===== src/rtl/mprc_refill_unit_if.sv =====
// Refill unit bus bundle: request, Grant, data/meta array writes, Finish.
// slave is the refill unit side, master is the MSHR/memory/array side.
interface mprc_refill_unit_if #(
    parameter int BEATS  = 4,
    parameter int DATA_W = 128,
    parameter int IDX_W  = 6,
    parameter int TAG_W  = 20,
    parameter int WAYS   = 4
);
    localparam int BW = $clog2(BEATS);
    localparam int AW = IDX_W + TAG_W;
    localparam int WA = IDX_W + BW + 4;

    logic              req_ready;
    logic              req_valid;
    logic [AW-1:0]     req_bits_addr_block;
    logic [WAYS-1:0]   req_bits_way_en;
    logic [1:0]        req_bits_client_xact_id;
    logic [1:0]        req_bits_coh;

    logic              grant_ready;
    logic              grant_valid;
    logic [BW-1:0]     grant_bits_addr_beat;
    logic [1:0]        grant_bits_client_xact_id;
    logic [3:0]        grant_bits_manager_xact_id;
    logic [DATA_W-1:0] grant_bits_data;

    logic              data_write_ready;
    logic              data_write_valid;
    logic [WAYS-1:0]   data_write_bits_way_en;
    logic [WA-1:0]     data_write_bits_addr;
    logic [DATA_W-1:0] data_write_bits_data;

    logic              meta_write_ready;
    logic              meta_write_valid;
    logic [IDX_W-1:0]  meta_write_bits_idx;
    logic [WAYS-1:0]   meta_write_bits_way_en;
    logic [TAG_W-1:0]  meta_write_bits_tag;
    logic [1:0]        meta_write_bits_coh;

    logic              finish_ready;
    logic              finish_valid;
    logic [3:0]        finish_bits_manager_xact_id;

    logic              done;
    logic [1:0]        done_xact_id;

    modport slave (
        output req_ready,
        input  req_valid, req_bits_addr_block, req_bits_way_en,
        input  req_bits_client_xact_id, req_bits_coh,
        output grant_ready,
        input  grant_valid, grant_bits_addr_beat,
        input  grant_bits_client_xact_id, grant_bits_manager_xact_id,
        input  grant_bits_data,
        input  data_write_ready,
        output data_write_valid, data_write_bits_way_en,
        output data_write_bits_addr, data_write_bits_data,
        input  meta_write_ready,
        output meta_write_valid, meta_write_bits_idx,
        output meta_write_bits_way_en, meta_write_bits_tag,
        output meta_write_bits_coh,
        input  finish_ready,
        output finish_valid, finish_bits_manager_xact_id,
        output done, done_xact_id
    );

    modport master (
        input  req_ready,
        output req_valid, req_bits_addr_block, req_bits_way_en,
        output req_bits_client_xact_id, req_bits_coh,
        input  grant_ready,
        output grant_valid, grant_bits_addr_beat,
        output grant_bits_client_xact_id, grant_bits_manager_xact_id,
        output grant_bits_data,
        output data_write_ready,
        input  data_write_valid, data_write_bits_way_en,
        input  data_write_bits_addr, data_write_bits_data,
        output meta_write_ready,
        input  meta_write_valid, meta_write_bits_idx,
        input  meta_write_bits_way_en, meta_write_bits_tag,
        input  meta_write_bits_coh,
        output finish_ready,
        input  finish_valid, finish_bits_manager_xact_id,
        input  done, done_xact_id
    );
endinterface


===== src/rtl/mprc_refill_unit.sv =====
// Cache refill unit: Grant beats -> one-entry buffer -> data array,
// then metadata write and Finish back to the manager.
module mprc_refill_unit #(
    parameter int BEATS  = 4,
    parameter int DATA_W = 128,
    parameter int IDX_W  = 6,
    parameter int TAG_W  = 20,
    parameter int WAYS   = 4
) (
    input  logic clk,
    input  logic reset_n,
    mprc_refill_unit_if.slave io
);
    localparam int BW = $clog2(BEATS);
    localparam int CW = BW + 1;

    typedef enum logic [1:0] {
        S_IDLE,
        S_REFILL,
        S_META,
        S_FINISH
    } state_e;

    state_e              state_q;
    logic [CW-1:0]       beat_cnt_q;
    logic [CW-1:0]       wr_cnt_q;
    logic                buf_v_q;
    logic [DATA_W-1:0]   buf_data_q;
    logic [BW-1:0]       buf_beat_q;
    logic [IDX_W+TAG_W-1:0] addr_q;
    logic [WAYS-1:0]     way_q;
    logic [1:0]          cid_q;
    logic [1:0]          coh_q;
    logic [3:0]          mgr_q;

    logic req_fire;
    logic gnt_fire;
    logic wr_fire;
    logic last_wr;

    assign req_fire = io.req_ready & io.req_valid;
    assign gnt_fire = io.grant_ready & io.grant_valid;
    assign wr_fire  = buf_v_q & io.data_write_ready;
    assign last_wr  = wr_fire & (wr_cnt_q == CW'(BEATS - 1));

    // Buffer can take a beat when empty or draining this very cycle.
    assign io.grant_ready = (state_q == S_REFILL)
                          & (beat_cnt_q != CW'(BEATS))
                          & (~buf_v_q | wr_fire)
                          & ~last_wr;

    always_ff @(posedge clk or negedge reset_n) begin
        if (!reset_n) begin
            state_q    <= S_IDLE;
            buf_v_q    <= 1'b0;
            beat_cnt_q <= '0;
            wr_cnt_q   <= '0;
        end else begin
            unique case (state_q)
                S_IDLE: begin
                    if (io.req_valid) begin
                        beat_cnt_q <= '0;
                        wr_cnt_q   <= '0;
                        state_q    <= S_REFILL;
                    end
                end
                S_REFILL: begin
                    if (gnt_fire)
                        beat_cnt_q <= beat_cnt_q + 1'b1;
                    if (wr_fire && wr_cnt_q != CW'(BEATS))
                        wr_cnt_q <= wr_cnt_q + 1'b1;
                    if (gnt_fire)
                        buf_v_q <= 1'b1;
                    else if (wr_fire)
                        buf_v_q <= 1'b0;
                    if (last_wr)
                        state_q <= S_META;
                end
                S_META: begin
                    if (io.meta_write_ready)
                        state_q <= S_FINISH;
                end
                S_FINISH: begin
                    if (io.finish_ready)
                        state_q <= S_IDLE;
                end
                default: state_q <= S_IDLE;
            endcase
        end
    end

    // Request and beat payloads carry no reset; they are gated by state.
    always_ff @(posedge clk) begin
        if (req_fire) begin
            addr_q <= io.req_bits_addr_block;
            way_q  <= io.req_bits_way_en;
            cid_q  <= io.req_bits_client_xact_id;
            coh_q  <= io.req_bits_coh;
        end
        if (gnt_fire) begin
            buf_data_q <= io.grant_bits_data;
            buf_beat_q <= io.grant_bits_addr_beat;
            mgr_q      <= io.grant_bits_manager_xact_id;
        end
    end

    assign io.req_ready = (state_q == S_IDLE);

    assign io.data_write_valid       = buf_v_q;
    assign io.data_write_bits_way_en = way_q;
    assign io.data_write_bits_addr   = {addr_q[IDX_W-1:0], buf_beat_q, 4'h0};
    assign io.data_write_bits_data   = buf_data_q;

    assign io.meta_write_valid       = (state_q == S_META);
    assign io.meta_write_bits_idx    = addr_q[IDX_W-1:0];
    assign io.meta_write_bits_tag    = addr_q[IDX_W +: TAG_W];
    assign io.meta_write_bits_way_en = way_q;
    assign io.meta_write_bits_coh    = coh_q;

    assign io.finish_valid                = (state_q == S_FINISH);
    assign io.finish_bits_manager_xact_id = mgr_q;

    assign io.done         = io.finish_valid & io.finish_ready;
    assign io.done_xact_id = cid_q;
endmodule


===== src/flat_wrapper.sv =====
// flat-port wrapper written by rule: the top's interface ports become plain ports
module mprc_refill_unit_flat 
#(
    parameter int BEATS  = 4,
    parameter int DATA_W = 128,
    parameter int IDX_W  = 6,
    parameter int TAG_W  = 20,
    parameter int WAYS   = 4
)
  (clk, reset_n, io_req_ready, io_req_valid, io_req_bits_addr_block, io_req_bits_way_en, io_req_bits_client_xact_id, io_req_bits_coh, io_grant_ready, io_grant_valid, io_grant_bits_addr_beat, io_grant_bits_client_xact_id, io_grant_bits_manager_xact_id, io_grant_bits_data, io_data_write_ready, io_data_write_valid, io_data_write_bits_way_en, io_data_write_bits_addr, io_data_write_bits_data, io_meta_write_ready, io_meta_write_valid, io_meta_write_bits_idx, io_meta_write_bits_way_en, io_meta_write_bits_tag, io_meta_write_bits_coh, io_finish_ready, io_finish_valid, io_finish_bits_manager_xact_id, io_done, io_done_xact_id);
  mprc_refill_unit_if #(.BEATS(BEATS), .DATA_W(DATA_W), .IDX_W(IDX_W), .TAG_W(TAG_W), .WAYS(WAYS)) io_i ();
  input  logic clk;
  input  logic reset_n;
  output wire logic [$bits(io_i.req_ready)-1:0] io_req_ready;
  input wire logic [$bits(io_i.req_valid)-1:0] io_req_valid;
  input wire logic [$bits(io_i.req_bits_addr_block)-1:0] io_req_bits_addr_block;
  input wire logic [$bits(io_i.req_bits_way_en)-1:0] io_req_bits_way_en;
  input wire logic [$bits(io_i.req_bits_client_xact_id)-1:0] io_req_bits_client_xact_id;
  input wire logic [$bits(io_i.req_bits_coh)-1:0] io_req_bits_coh;
  output wire logic [$bits(io_i.grant_ready)-1:0] io_grant_ready;
  input wire logic [$bits(io_i.grant_valid)-1:0] io_grant_valid;
  input wire logic [$bits(io_i.grant_bits_addr_beat)-1:0] io_grant_bits_addr_beat;
  input wire logic [$bits(io_i.grant_bits_client_xact_id)-1:0] io_grant_bits_client_xact_id;
  input wire logic [$bits(io_i.grant_bits_manager_xact_id)-1:0] io_grant_bits_manager_xact_id;
  input wire logic [$bits(io_i.grant_bits_data)-1:0] io_grant_bits_data;
  input wire logic [$bits(io_i.data_write_ready)-1:0] io_data_write_ready;
  output wire logic [$bits(io_i.data_write_valid)-1:0] io_data_write_valid;
  output wire logic [$bits(io_i.data_write_bits_way_en)-1:0] io_data_write_bits_way_en;
  output wire logic [$bits(io_i.data_write_bits_addr)-1:0] io_data_write_bits_addr;
  output wire logic [$bits(io_i.data_write_bits_data)-1:0] io_data_write_bits_data;
  input wire logic [$bits(io_i.meta_write_ready)-1:0] io_meta_write_ready;
  output wire logic [$bits(io_i.meta_write_valid)-1:0] io_meta_write_valid;
  output wire logic [$bits(io_i.meta_write_bits_idx)-1:0] io_meta_write_bits_idx;
  output wire logic [$bits(io_i.meta_write_bits_way_en)-1:0] io_meta_write_bits_way_en;
  output wire logic [$bits(io_i.meta_write_bits_tag)-1:0] io_meta_write_bits_tag;
  output wire logic [$bits(io_i.meta_write_bits_coh)-1:0] io_meta_write_bits_coh;
  input wire logic [$bits(io_i.finish_ready)-1:0] io_finish_ready;
  output wire logic [$bits(io_i.finish_valid)-1:0] io_finish_valid;
  output wire logic [$bits(io_i.finish_bits_manager_xact_id)-1:0] io_finish_bits_manager_xact_id;
  output wire logic [$bits(io_i.done)-1:0] io_done;
  output wire logic [$bits(io_i.done_xact_id)-1:0] io_done_xact_id;
  assign io_req_ready = io_i.req_ready;
  assign io_i.req_valid = io_req_valid;
  assign io_i.req_bits_addr_block = io_req_bits_addr_block;
  assign io_i.req_bits_way_en = io_req_bits_way_en;
  assign io_i.req_bits_client_xact_id = io_req_bits_client_xact_id;
  assign io_i.req_bits_coh = io_req_bits_coh;
  assign io_grant_ready = io_i.grant_ready;
  assign io_i.grant_valid = io_grant_valid;
  assign io_i.grant_bits_addr_beat = io_grant_bits_addr_beat;
  assign io_i.grant_bits_client_xact_id = io_grant_bits_client_xact_id;
  assign io_i.grant_bits_manager_xact_id = io_grant_bits_manager_xact_id;
  assign io_i.grant_bits_data = io_grant_bits_data;
  assign io_i.data_write_ready = io_data_write_ready;
  assign io_data_write_valid = io_i.data_write_valid;
  assign io_data_write_bits_way_en = io_i.data_write_bits_way_en;
  assign io_data_write_bits_addr = io_i.data_write_bits_addr;
  assign io_data_write_bits_data = io_i.data_write_bits_data;
  assign io_i.meta_write_ready = io_meta_write_ready;
  assign io_meta_write_valid = io_i.meta_write_valid;
  assign io_meta_write_bits_idx = io_i.meta_write_bits_idx;
  assign io_meta_write_bits_way_en = io_i.meta_write_bits_way_en;
  assign io_meta_write_bits_tag = io_i.meta_write_bits_tag;
  assign io_meta_write_bits_coh = io_i.meta_write_bits_coh;
  assign io_i.finish_ready = io_finish_ready;
  assign io_finish_valid = io_i.finish_valid;
  assign io_finish_bits_manager_xact_id = io_i.finish_bits_manager_xact_id;
  assign io_done = io_i.done;
  assign io_done_xact_id = io_i.done_xact_id;
  mprc_refill_unit #(.BEATS(BEATS), .DATA_W(DATA_W), .IDX_W(IDX_W), .TAG_W(TAG_W), .WAYS(WAYS)) u_core (.clk(clk), .reset_n(reset_n), .io(io_i));
endmodule

===== config.mk =====
export PLATFORM = sky130hd
export DESIGN_NAME = mprc_refill_unit_flat
export DESIGN_NICKNAME = d
export VERILOG_FILES = /design/src/rtl/mprc_refill_unit_if.sv /design/src/rtl/mprc_refill_unit.sv /design/src/flat_wrapper.sv
export SDC_FILE = /design/constraint.sdc
export NUM_CORES = 1
export LEC_CHECK = 0
export BUFFER_PORTS_ARGS = -buffer_cell sky130_fd_sc_hd__buf_4
export CAP_MARGIN = 20
export CORE_MARGIN = 3
export CORE_UTILIZATION = 32
export CTS_BUF_LIST = sky130_fd_sc_hd__clkbuf_4 sky130_fd_sc_hd__clkbuf_8
export CTS_CLUSTER_SIZE = 24
export DETAILED_ROUTE_END_ITERATION = 10
export SLEW_MARGIN = 20
export SYNTH_ARGS = -nofsm -noshare
export SYNTH_HDL_FRONTEND = slang
export SYNTH_SLANG_ARGS = --single-unit

===== constraint.sdc =====
create_clock -name clk -period 11.06 [get_ports clk]
set_clock_uncertainty 0.2 [all_clocks]
set_input_delay 1.659 -clock clk [delete_from_list [all_inputs] [get_ports clk]]
set_output_delay 1.659 -clock clk [all_outputs]
set_load 0.05 [all_outputs]

==> summary.md <==
| Metric | Value |
|---|---|
| Outcome | `completed` |
| Worst path arrival time | `2.36 ns` |
| Number of enable flip-flop cells after synthesis | `168` |
| Root Buffer | `clkbuf_8` |
| CP Launch Type | `primary input` |
| Final nets | `between 800 and 900` |
| CTS Buf Count | `17` |
| Flip-flop and latch area | `5270 um^2` |
| Max-slew headroom | `39.5%` |
| Via count | `3778` |
| Hold Fails Final Rpt | `0` |
| Syn Area/Cell | `~23 um^2` |
| Mapped Cells | `258` |
| GRT overflow | `0` |
| Via density | `4.38` |
| Drt first pass iters | `4` |
| Rows | `48` |
| Core footprint | `approximately 18000 um^2` |
| Worst Hold End | `u_core.beat_cnt_q[0]` |
| Tot Pwr | `2120 uW` |
| Hold wc startpoint | `u_core.beat_cnt_q[0]` |
| Synth cell types | `30` |
| Reg2reg end | `u_core.io.data_write_bits_data[53]` |
| Synth async-reset ratio | `5.08%` |
| Final Wtd Congestion | `0.830` |
| Filler Cells Inserted | `roughly 1500` |
| Post-CTS sizing | `0` |
| Dpl hpwl | `~14 mm` |
| Highest Clock Rate | `0.237 GHz` |
| Cell with the most instances after synthesis | `edfxtp_1` |
| Largest net degree at the start of global routing | `73` |
| Slew Viols, Final | `0` |
| Ys flop type | `edfxtp_1` |
| Vias in the first global route | `3883` |
| FF+latch count, synth | `177` |
| CP Class | `primary input to primary output` |
| Worst Setup SP | `io_data_write_ready` |
| Antenna diodes | `0` |
| Final period utilization | `38.2%` |
| Die area | `19900 um^2` |
| Worst-path clk slew | `around 0.10 ns` |
| Finished Core Util | `between 50% and 60%` |
| Worst r2r src | `u_core.wr_cnt_q[0]` |
| Leak | `between 0.003 and 0.004 uW` |
| Multi-input logic area | `429 um^2` |
| Worst-Margin Slew | `0.907 ns` |
| Gr usage total | `16.6%` |
| CTS Sinks | `~180` |
| RSZ-0062 raised after global routing | `no` |
| Largest cells by area after synthesis | `edfxtp_1, dfrtp_1, ha_1` |
| Worst IR drop on VDD | `0.109 mV` |
| Clock Latency Late Sink | `0.45 ns` |
| Initial Utilization | `between 30% and 40%` |
| CP endpoint kind | `primary output` |
| Max-cap violations | `0` |
| Seq/Total Area, Yosys | `90.4%` |
| R2r setup slk | `~7.4 ns` |
| Synth area leader | `edfxtp_1` |
| CTS tree | `done` |
| H-Tree Depth | `4` |
| Deepest clock path buffer count | `2` |
| Final setup violation count | `0` |
| Worst r2r path cells | `6` |
| Area Overhead vs Synth | `55.9%` |
| Final wirelength | `around 17 mm` |
| Initial antenna violation count | `0` |
| Synth warn | `0` |
| Period minus WS final | `between 4 and 5 ns` |
| # Post-CTS Setup Buffers | `0` |
| Hold path depth | `1` |
| DRC errors left | `0` |
| Yosys top cell area share | `86.5%` |
| Post-CTS Hold Fix Bufs | `0` |
| Post-Syn Area | `5830 um^2` |
| Detailed Route Iter0 Violations | `203` |
| Io pins | `roughly 370` |
| Final antenna-violating net count | `0` |
| WL/cell | `19.9 um` |
| PwrDens | `234 nW/um^2` |
| Share of cells above drive strength 1 | `62.1%` |
| Worst path required time | `9.20 ns` |
| Hold crit path type | `flop to flop` |
| Global-route wire length before repair | `23.9 mm` |
| Die X | `141 um` |
| Critical Path Fanout Max | `4` |
| Setup TNS | `0 ns` |
| Buffers on Ports | `358` |
| Most common library cells after synthesis | `edfxtp_1, buf_4, dfrtp_1, ha_1, nand2_1` |
| Chip height | `141 um` |
kinds of logic (layout without fill, tap and decap cells):
| kind of cell | Yosys count | in the layout | synth area share, % |
|---|---|---|---|
| buffers and inverters | 24 | 401 | 2.45 |
| adders and majority gates | 9 | 9 | 1.93 |
| and+or+nand+nor | 28 | 28 | 2.49 |
| AOI/OAI and AO/OA | 16 | 16 | 2.15 |
| DFF | 177 | 177 | 90.4 |
| other | 1 | 4 | 0.0643 |
| muxes | 3 | 3 | 0.536 |
registers in the layout, summed over array words and instances, names as in the netlist:
signal,count
u_core.addr_q,26
u_core.beat_cnt_q,3
u_core.buf_beat_q,2
u_core.io.data_write_bits_data,128
u_core.io.data_write_bits_way_en,4
u_core.io.data_write_valid,1
u_core.io.done_xact_id,2
u_core.io.finish_bits_manager_xact_id,4
u_core.io.meta_write_bits_coh,2
u_core.state_q,2
u_core.wr_cnt_q,3
report_power, final:
part           switching, uW  internal, uW  total (uW)
Sequential              44.8           884         928
Combinational            562           213         775
Clock                    251           170         420
metrics by stage:
step                cells  hold slack, ns  instance area, um^2  setup slack, ns
finish                863           0.363                 9090             6.84
CTS                   863           0.359                 9090             6.84
detailed placement    831           0.334                 8720             6.63
global route          863           0.390                 9090             6.81
global placement      831           0.324                 8720             6.75
floorplan             261           0.303                 5840             6.24
metal layers:
| metal | vias to the layer above | GRT usage, % | wire length [um] | share of wire, % |
|---|---|---|---|---|
| li1 | 1713 | - | - | - |
| met5 | - | 0 | 0 | 0 |
| met2 | 175 | 30.3 | 9650 | 56 |
| met1 | 1859 | 17.3 | 5860 | 34 |
| met3 | 31 | 5.80 | 1270 | 7.4 |
| met4 | 0 | 6.68 | 427 | 2.5 |
layout by cell type, fill, tap and decap left out:
cell / netlist / routed
buf_4: 14 / 360
edfxtp_1: 168 / 168
clkbuf_8: 0 / 17
nand2_1: 9 / 9
ha_1: 9 / 9
dfrtp_1: 9 / 9
inv_1: 8 / 8
o21ai_0: 5 / 5
conb_1: 1 / 4
inv_6: 0 / 4
nand3_1: 3 / 3
nor2b_1: 3 / 3
nor3_1: 3 / 3
inv_8: 0 / 3
a221o_1: 2 / 2
and2_1: 2 / 2
mux2i_1: 2 / 2
o2111ai_1: 2 / 2
nor2_1: 2 / 2
a21oi_1: 2 / 2
a211o_1: 2 / 2
clkbuf_4: 0 / 2
clkinv_4: 0 / 2
clkinvlp_4: 0 / 2
nand2b_1: 1 / 1
a221oi_1: 1 / 1
inv_4: 0 / 1
and3_1: 1 / 1
nand2_2: 1 / 1
nand4_1: 1 / 1
o21bai_2: 1 / 1
a2111oi_2: 1 / 1
mux2_1: 1 / 1
nand4b_1: 1 / 1
nor4b_1: 1 / 1
clkinv_2: 0 / 1
clkinv_8: 0 / 1
how the worst max path moves through the flow:
| stage | end | cells past startpoint |
|---|---|---|
| 6_report | io_grant_ready | 4 |
| 5_1_grt | io_grant_ready | 4 |
| 4_1_cts | io_grant_ready | 4 |
| 3_3_place_gp | u_core.io.data_write_bits_data[115] | 5 |
| 2_1_floorplan | io_grant_ready | 2 |
| 3_5_place_dp | u_core.io.data_write_bits_data[115] | 5 |
worst max-delay path, stage by stage:
cell	delay [ns]
buf_4	0.10
nand2b_1	0.07
a221oi_1	0.28
buf_4	0.26
area by class of cell:
| cell class | count | share of cell area [%] |
|---|---|---|
| clock buffer | 19 | 2.74 |
| clock inverter | 13 | 1.35 |
| inverter | 9 | 0.399 |
| multi-input combinational | 60 | 4.72 |
| sequential | 177 | 58.0 |
| tap | 225 | 3.10 |
| timing repair buffer | 360 | 29.7 |
Note: power is estimated with default switching activity, not from simulation.
